File: src/rtl/control_unit.sv
// control_unit: hardwired Moore sequencer driving every datapath control strobe (fetch T0-T2, execute T3-T7).
// Latency: outputs depend on the registered state (plus IR during execute); 4/6/7/8 cycles per instruction.
// Backpressure: none; Stop diverts the next entry into T0 to HALT, Clear aborts to RST on the next edge.
// Ports: Clock, Clear (synchronous, active-high); IR (opcode IR[31:27]); CON_FF branch condition;
//        Stop halt request; Run status; ALU_op (non-zero only with ZLowIn); one 1-bit strobe per datapath port.
module control_unit (
  input  logic        Clock,
  input  logic        Clear,
  input  logic [31:0] IR,
  input  logic        CON_FF,
  input  logic        Stop,
  output logic        Run,
  output logic [4:0]  ALU_op,
  output logic        IncPC,
  output logic        PC_enable,
  output logic        PCout,
  output logic        MAR_enable,
  output logic        MDR_enable,
  output logic        MDR_read,
  output logic        MDRout,
  output logic        RAM_write,
  output logic        IR_enable,
  output logic        Gra,
  output logic        Grb,
  output logic        Grc,
  output logic        R_in,
  output logic        R_out,
  output logic        BAout,
  output logic        Cout,
  output logic        Y_enable,
  output logic        ZLowIn,
  output logic        ZHighIn,
  output logic        ZLowout,
  output logic        ZHighout,
  output logic        HI_enable,
  output logic        LO_enable,
  output logic        HIout,
  output logic        LOout,
  output logic        CON_enable,
  output logic        OutPort_enable,
  output logic        InPortout
);

  typedef enum logic [3:0] {RST, T0, T1, T2, T3, T4, T5, T6, T7, HALT} state_t;

  localparam logic [4:0] OP_LD   = 5'b00000;
  localparam logic [4:0] OP_LDI  = 5'b00001;
  localparam logic [4:0] OP_ST   = 5'b00010;
  localparam logic [4:0] OP_ADD  = 5'b00011;
  localparam logic [4:0] OP_SUB  = 5'b00100;
  localparam logic [4:0] OP_AND  = 5'b00101;
  localparam logic [4:0] OP_OR   = 5'b00110;
  localparam logic [4:0] OP_MUL  = 5'b01111;
  localparam logic [4:0] OP_BR   = 5'b10010;
  localparam logic [4:0] OP_JR   = 5'b10011;
  localparam logic [4:0] OP_OUT  = 5'b10101;
  localparam logic [4:0] OP_IN   = 5'b10110;
  localparam logic [4:0] OP_MFHI = 5'b10111;
  localparam logic [4:0] OP_MFLO = 5'b11000;
  localparam logic [4:0] OP_HALT = 5'b11010;

  state_t     state, next_state, last_state;
  logic [4:0] opcode;
  logic       is_rtype;
  logic       is_mem;        // ld/ldi/st share the base+offset address computation
  logic       unused_ir;

  assign opcode    = IR[31:27];
  assign unused_ir = ^IR[26:0];
  assign is_rtype  = (opcode == OP_ADD) || (opcode == OP_SUB) || (opcode == OP_AND) || (opcode == OP_OR);
  assign is_mem    = (opcode == OP_LD) || (opcode == OP_LDI) || (opcode == OP_ST);
  assign Run       = (state != RST) && (state != HALT);

  // Final execute state for the current opcode; unlisted opcodes (nop, halt, unknown) end in T3.
  always_comb begin
    last_state = T3;
    if (is_rtype || opcode == OP_LDI)          last_state = T5;
    else if (opcode == OP_MUL || opcode == OP_BR) last_state = T6;
    else if (opcode == OP_LD || opcode == OP_ST)  last_state = T7;
  end

  always_ff @(posedge Clock) begin
    if (Clear) state <= RST;
    else       state <= next_state;
  end

  always_comb begin
    next_state = state;
    case (state)
      RST: next_state = T0;
      T0:  next_state = T1;
      T1:  next_state = T2;
      T2:  next_state = T3;
      T3, T4, T5, T6, T7: begin
        if (state == T3 && opcode == OP_HALT) next_state = HALT;
        else if (state == last_state)         next_state = T0;
        else                                  next_state = state_t'(state + 4'd1);
      end
      HALT:    next_state = HALT;
      default: next_state = RST;
    endcase
    // Stop is only honoured at an instruction boundary.
    if (next_state == T0 && Stop) next_state = HALT;
  end

  always_comb begin
    ALU_op = 5'd0;
    IncPC = 1'b0; PC_enable = 1'b0; PCout = 1'b0;
    MAR_enable = 1'b0; MDR_enable = 1'b0; MDR_read = 1'b0; MDRout = 1'b0;
    RAM_write = 1'b0; IR_enable = 1'b0;
    Gra = 1'b0; Grb = 1'b0; Grc = 1'b0; R_in = 1'b0; R_out = 1'b0;
    BAout = 1'b0; Cout = 1'b0; Y_enable = 1'b0;
    ZLowIn = 1'b0; ZHighIn = 1'b0; ZLowout = 1'b0; ZHighout = 1'b0;
    HI_enable = 1'b0; LO_enable = 1'b0; HIout = 1'b0; LOout = 1'b0;
    CON_enable = 1'b0; OutPort_enable = 1'b0; InPortout = 1'b0;
    case (state)
      T0: begin PCout = 1'b1; MAR_enable = 1'b1; IncPC = 1'b1; ZLowIn = 1'b1; ALU_op = OP_ADD; end
      T1: begin ZLowout = 1'b1; PC_enable = 1'b1; MDR_read = 1'b1; MDR_enable = 1'b1; end
      T2: begin MDRout = 1'b1; IR_enable = 1'b1; end
      T3: begin
        if (is_rtype)              begin Grb = 1'b1; R_out = 1'b1; Y_enable = 1'b1; end
        else if (opcode == OP_MUL) begin Gra = 1'b1; R_out = 1'b1; Y_enable = 1'b1; end
        else if (is_mem)           begin Grb = 1'b1; BAout = 1'b1; Y_enable = 1'b1; end
        else if (opcode == OP_BR)  begin Gra = 1'b1; R_out = 1'b1; CON_enable = 1'b1; end
        else if (opcode == OP_JR)  begin Gra = 1'b1; R_out = 1'b1; PC_enable = 1'b1; end
        else if (opcode == OP_MFHI) begin Gra = 1'b1; R_in = 1'b1; HIout = 1'b1; end
        else if (opcode == OP_MFLO) begin Gra = 1'b1; R_in = 1'b1; LOout = 1'b1; end
        else if (opcode == OP_IN)  begin InPortout = 1'b1; Gra = 1'b1; R_in = 1'b1; end
        else if (opcode == OP_OUT) begin Gra = 1'b1; R_out = 1'b1; OutPort_enable = 1'b1; end
      end
      T4: begin
        if (is_rtype)              begin Grc = 1'b1; R_out = 1'b1; ZLowIn = 1'b1; ALU_op = opcode; end
        else if (opcode == OP_MUL) begin
          Grb = 1'b1; R_out = 1'b1; ZLowIn = 1'b1; ZHighIn = 1'b1; ALU_op = OP_MUL;
        end
        else if (is_mem)           begin Cout = 1'b1; ZLowIn = 1'b1; ALU_op = OP_ADD; end
        else if (opcode == OP_BR)  begin PCout = 1'b1; Y_enable = 1'b1; end
      end
      T5: begin
        if (is_rtype || opcode == OP_LDI) begin ZLowout = 1'b1; Gra = 1'b1; R_in = 1'b1; end
        else if (opcode == OP_MUL) begin ZLowout = 1'b1; LO_enable = 1'b1; end
        else if (is_mem)           begin ZLowout = 1'b1; MAR_enable = 1'b1; end
        else if (opcode == OP_BR)  begin Cout = 1'b1; ZLowIn = 1'b1; ALU_op = OP_ADD; end
      end
      T6: begin
        if (opcode == OP_MUL)      begin ZHighout = 1'b1; HI_enable = 1'b1; end
        else if (opcode == OP_LD)  begin MDR_read = 1'b1; MDR_enable = 1'b1; end
        else if (opcode == OP_ST)  begin Gra = 1'b1; R_out = 1'b1; MDR_enable = 1'b1; end
        else if (opcode == OP_BR)  begin ZLowout = 1'b1; PC_enable = CON_FF; end
      end
      T7: begin
        if (opcode == OP_LD)       begin MDRout = 1'b1; Gra = 1'b1; R_in = 1'b1; end
        else if (opcode == OP_ST)  begin MDRout = 1'b1; RAM_write = 1'b1; end
      end
      default: ;
    endcase
  end

endmodule

File: config.mk
export PLATFORM = sky130hd
export DESIGN_NAME = control_unit
export DESIGN_NICKNAME = d
export VERILOG_FILES = /design/src/rtl/control_unit.sv
export SDC_FILE = /design/constraint.sdc
export NUM_CORES = 1
export LEC_CHECK = 0
export CAP_MARGIN = 20
export CORE_ASPECT_RATIO = 0.7
export CORE_UTILIZATION = 35
export CTS_CLUSTER_SIZE = 40
export DETAILED_ROUTE_END_ITERATION = 7
export PLACE_DENSITY_LB_ADDON = 0.15
export SYNTH_ARGS = -nofsm -noshare
export SYNTH_HDL_FRONTEND = slang
export SYNTH_SLANG_ARGS = --single-unit
export TNS_END_PERCENT = 5
File: constraint.sdc
create_clock -name Clock -period 3.15 [get_ports Clock]
set_input_delay 0.63 -clock Clock [delete_from_list [all_inputs] [get_ports Clock]]
set_output_delay 0.63 -clock Clock [all_outputs]
set_load 0.03 [all_outputs]
==> reports/metrics.csv <==
metric,value,unit
outcome,"complete, no violations",
pre-CTS WS,0.144,ns
number of flops mapped to enable cells by yosys,0,
most frequent standard cell in the layout excluding fill and tap cells,sky130_fd_sc_hd__buf_4,
startpoint of the most critical hold path,state[0],
post-route clock period utilization,95.4,%
"wirelength, routed",3460,um
kind of capture point of the worst setup path,output pin,
share of layout cells above drive strength 1,26.0,%
FP Rows,16,
data required time at the worst endpoint,2.52,ns
final number of max-transition violations,0,
clk sinks,4,
post-CTS setup buffer count,0,
largest net degree at the start of global routing,20,
maximum frequency from static timing analysis,333,MHz
global-route wire length before repair,5220,um
DRT Pass-1 Iters,4,
number of cells on the worst reg-to-reg path,8,
startpoint-to-endpoint class of the critical path,primary input to output pin,
number of DRC markers after the initial detailed-route iteration,98,
final total power,0.000897,W
Avg Inst Size Synth,6.50,sq um
number of global-route vias before repair,1088,
async set or reset register ratio after synthesis,0,%
insertion delay of the later-clocked pin in the worst-skew pair,0.22,ns
die area,3310,sq um
number of register bits inferred by synthesis,4,
RSZ-0062 raised after global routing,false,
Wirelength per Cell,14.2,um
number of flip-flops under the largest register name,4,
weighted congestion at the end of routability-driven global placement,0.894,
Final TNS setup,0,ns
count of unresolved DRC violations after routing,0,
net total in the final layout,250,
clock root buffer,sky130_fd_sc_hd__clkbuf_8,
registers with the most flip-flops,state (4),
sequential-to-total area share from yosys stat,7.42,%
placed wire-length estimate,2720,um
combined flip-flop and latch cell area,80.1,sq um
TritonCTS clock tree,built,
number of filler instances in the final layout,277,
starting density of the core,37.7,%
synthesized netlist cell count,166,
hold-critical path depth,1,
shortest period the worst path allows,3.01,ns
antenna-violating nets left,0,
total power per unit cell area,583,nW/um^2
clock-pin slew of the registers on the worst-case setup and hold paths,0.03,ns
Syn-to-layout area delta,42.6,%
max-cap violations,0,
width of the die,68.4,um
# IOs,70,
final setup margin,0.144,ns
maximum clock skew at final layout,0.00146,ns
via count,1397,
Max Buffers Root-to-Sink,2,
static leakage power,0.654,nW
Inserted Clock Buffers,3,
floorplan die height,48.5,um
cell area after technology mapping,1080,sq um
synthesis warning total,0,
Overall Global Routing Usage,19.9,%
Yosys top cell area share,7.42,%
register ranked first by flip-flop count,state,
number of different library cells in the post-synthesis netlist,48,
largest cells by area after synthesis,"sky130_fd_sc_hd__dfxtp_1 7.4%, sky130_fd_sc_hd__nor2_1 7.0%, sky130_fd_sc_hd__ha_1 4.6%",
library cell occupying the most area in the post-synthesis netlist,sky130_fd_sc_hd__dfxtp_1,
average vias per placed instance,5.73,
final hold violation count,0,
hold endpoint,state[0],
final setup violation count,0,
hold bufs inserted after CTS,0,
worst reg2reg path startpoint,state[0],
"critical path fanouts, max",17,
FF-to-FF setup slack,0.73,ns
number of antenna violations at the first check in global routing,0,
main flop type after synthesis,sky130_fd_sc_hd__dfxtp_1,
endpoint of the worst register-to-register path,state[3],
worst-case vdd ir drop,222,uV
"Remaining Overflow, GRT",0,
area occupied by multi-input gates,902,sq um
CTS H-Tree Depth,1,
path type of the worst min-delay path,flip-flop to flip-flop,
count of inserted antenna diode cells,0,
"leading cell types in the layout, fill and taps excluded","44 x sky130_fd_sc_hd__buf_4, 20 x sky130_fd_sc_hd__nor2_1, 13 x sky130_fd_sc_hd__nand2_1, 11 x sky130_fd_sc_hd__clkdlybuf4s50_1",
area of the placeable core,2860,sq um
nature of the critical path startpoint,primary input,
data arrival time of the critical path,2.38,ns
# resized after CTS,0,
number of port buffers,41,
syn nets,206,
synth_stat cells, types with 3 or more instances:
cell / number
sky130_fd_sc_hd__nor2_1: 20
sky130_fd_sc_hd__clkbuf_1: 13
sky130_fd_sc_hd__nand2_1: 13
sky130_fd_sc_hd__a21oi_1: 8
sky130_fd_sc_hd__o21ai_0: 8
sky130_fd_sc_hd__nand2b_1: 7
sky130_fd_sc_hd__nor2b_1: 7
sky130_fd_sc_hd__nor3_1: 6
sky130_fd_sc_hd__a21o_1: 5
sky130_fd_sc_hd__and2_1: 5
sky130_fd_sc_hd__nand3_1: 5
sky130_fd_sc_hd__a31oi_1: 4
sky130_fd_sc_hd__and3_1: 4
sky130_fd_sc_hd__dfxtp_1: 4
sky130_fd_sc_hd__ha_1: 4
sky130_fd_sc_hd__nand4_1: 4
sky130_fd_sc_hd__inv_1: 3
sky130_fd_sc_hd__nand4b_1: 3
sky130_fd_sc_hd__xnor2_1: 3
critical path, cell delays in order:
cell and delay [ns]:
sky130_fd_sc_hd__clkdlybuf4s50_1 0.46, sky130_fd_sc_hd__buf_12 0.18, sky130_fd_sc_hd__nor2b_1 0.16, sky130_fd_sc_hd__and3_1 0.30
sky130_fd_sc_hd__nand4_1 0.13, sky130_fd_sc_hd__a21o_1 0.21, sky130_fd_sc_hd__o21ai_0 0.10, sky130_fd_sc_hd__buf_4 0.21
where the power goes:
group / internal, W / switching (W) / total, W
Combinational: 0.000271 / 0.000407 / 0.000678
Clock: 0.0000815 / 0.0000273 / 0.000109
Sequential: 0.0000697 / 0.0000410 / 0.000111
cell families (layout without fill, tap and decap cells):
group,after synthesis,in the layout,synth area share (%)
other,1,1,0.347
muxes,1,1,0.927
adders and majority gates,4,4,4.64
buffers and inverters,20,62,9.04
and+or+nand+nor,88,88,45.9
xor gates and xnor gates,4,4,3.25
AOI/OAI and AO/OA,44,44,28.5
DFF,4,4,7.42
worst max path at each step:
stage,to,slack [ns],cells past startpoint,from
2_1_floorplan,R_out,0.26,8,IR[27]
3_3_place_gp,state[3],0.13,8,IR[27]
3_5_place_dp,state[3],0.14,8,IR[27]
4_1_cts,ALU_op[1],0.17,7,IR[27]
5_1_grt,R_out,0.05,9,IR[31]
6_report,PC_enable,0.14,8,IR[27]
metal layers:
| layer | global-route usage [%] | share of wire (%) | vias to the layer above | routed length (um) |
|---|---|---|---|---|
| li1 | - | - | 693 | - |
| met1 | 33.1 | 51 | 639 | 1760 |
| met2 | 27.5 | 40 | 63 | 1400 |
| met3 | 1.42 | 8.1 | 2 | 280 |
| met4 | 3.13 | 0.49 | 0 | 17 |
| met5 | 0 | 0 | - | 0 |
metrics by stage:
| stage | cell area [sq um] | util [%] | instances | hold slack, ns |
|---|---|---|---|---|
| floorplan | 1080 | - | 166 | 0.580 |
| global placement | 1500 | 52.4 | 241 | 0.682 |
| detailed placement | 1500 | 52.4 | 241 | 0.674 |
| CTS | 1540 | 53.8 | 244 | 0.683 |
| global route | 1540 | 53.8 | 244 | 0.702 |
| finish | 1540 | 53.8 | 244 | 0.701 |
final cells by class:
| type | instances | area share, % |
|---|---|---|
| Sequential cell | 4 | 5.20 |
| Timing Repair Buffer | 56 | 29.9 |
| Clock buffer | 3 | 2.68 |
| Multi-Input combinational cell | 142 | 58.6 |
| Inverter | 3 | 0.731 |
| Tap cell | 36 | 2.92 |
No activity file was read; power rests on OpenSTA's default activity.
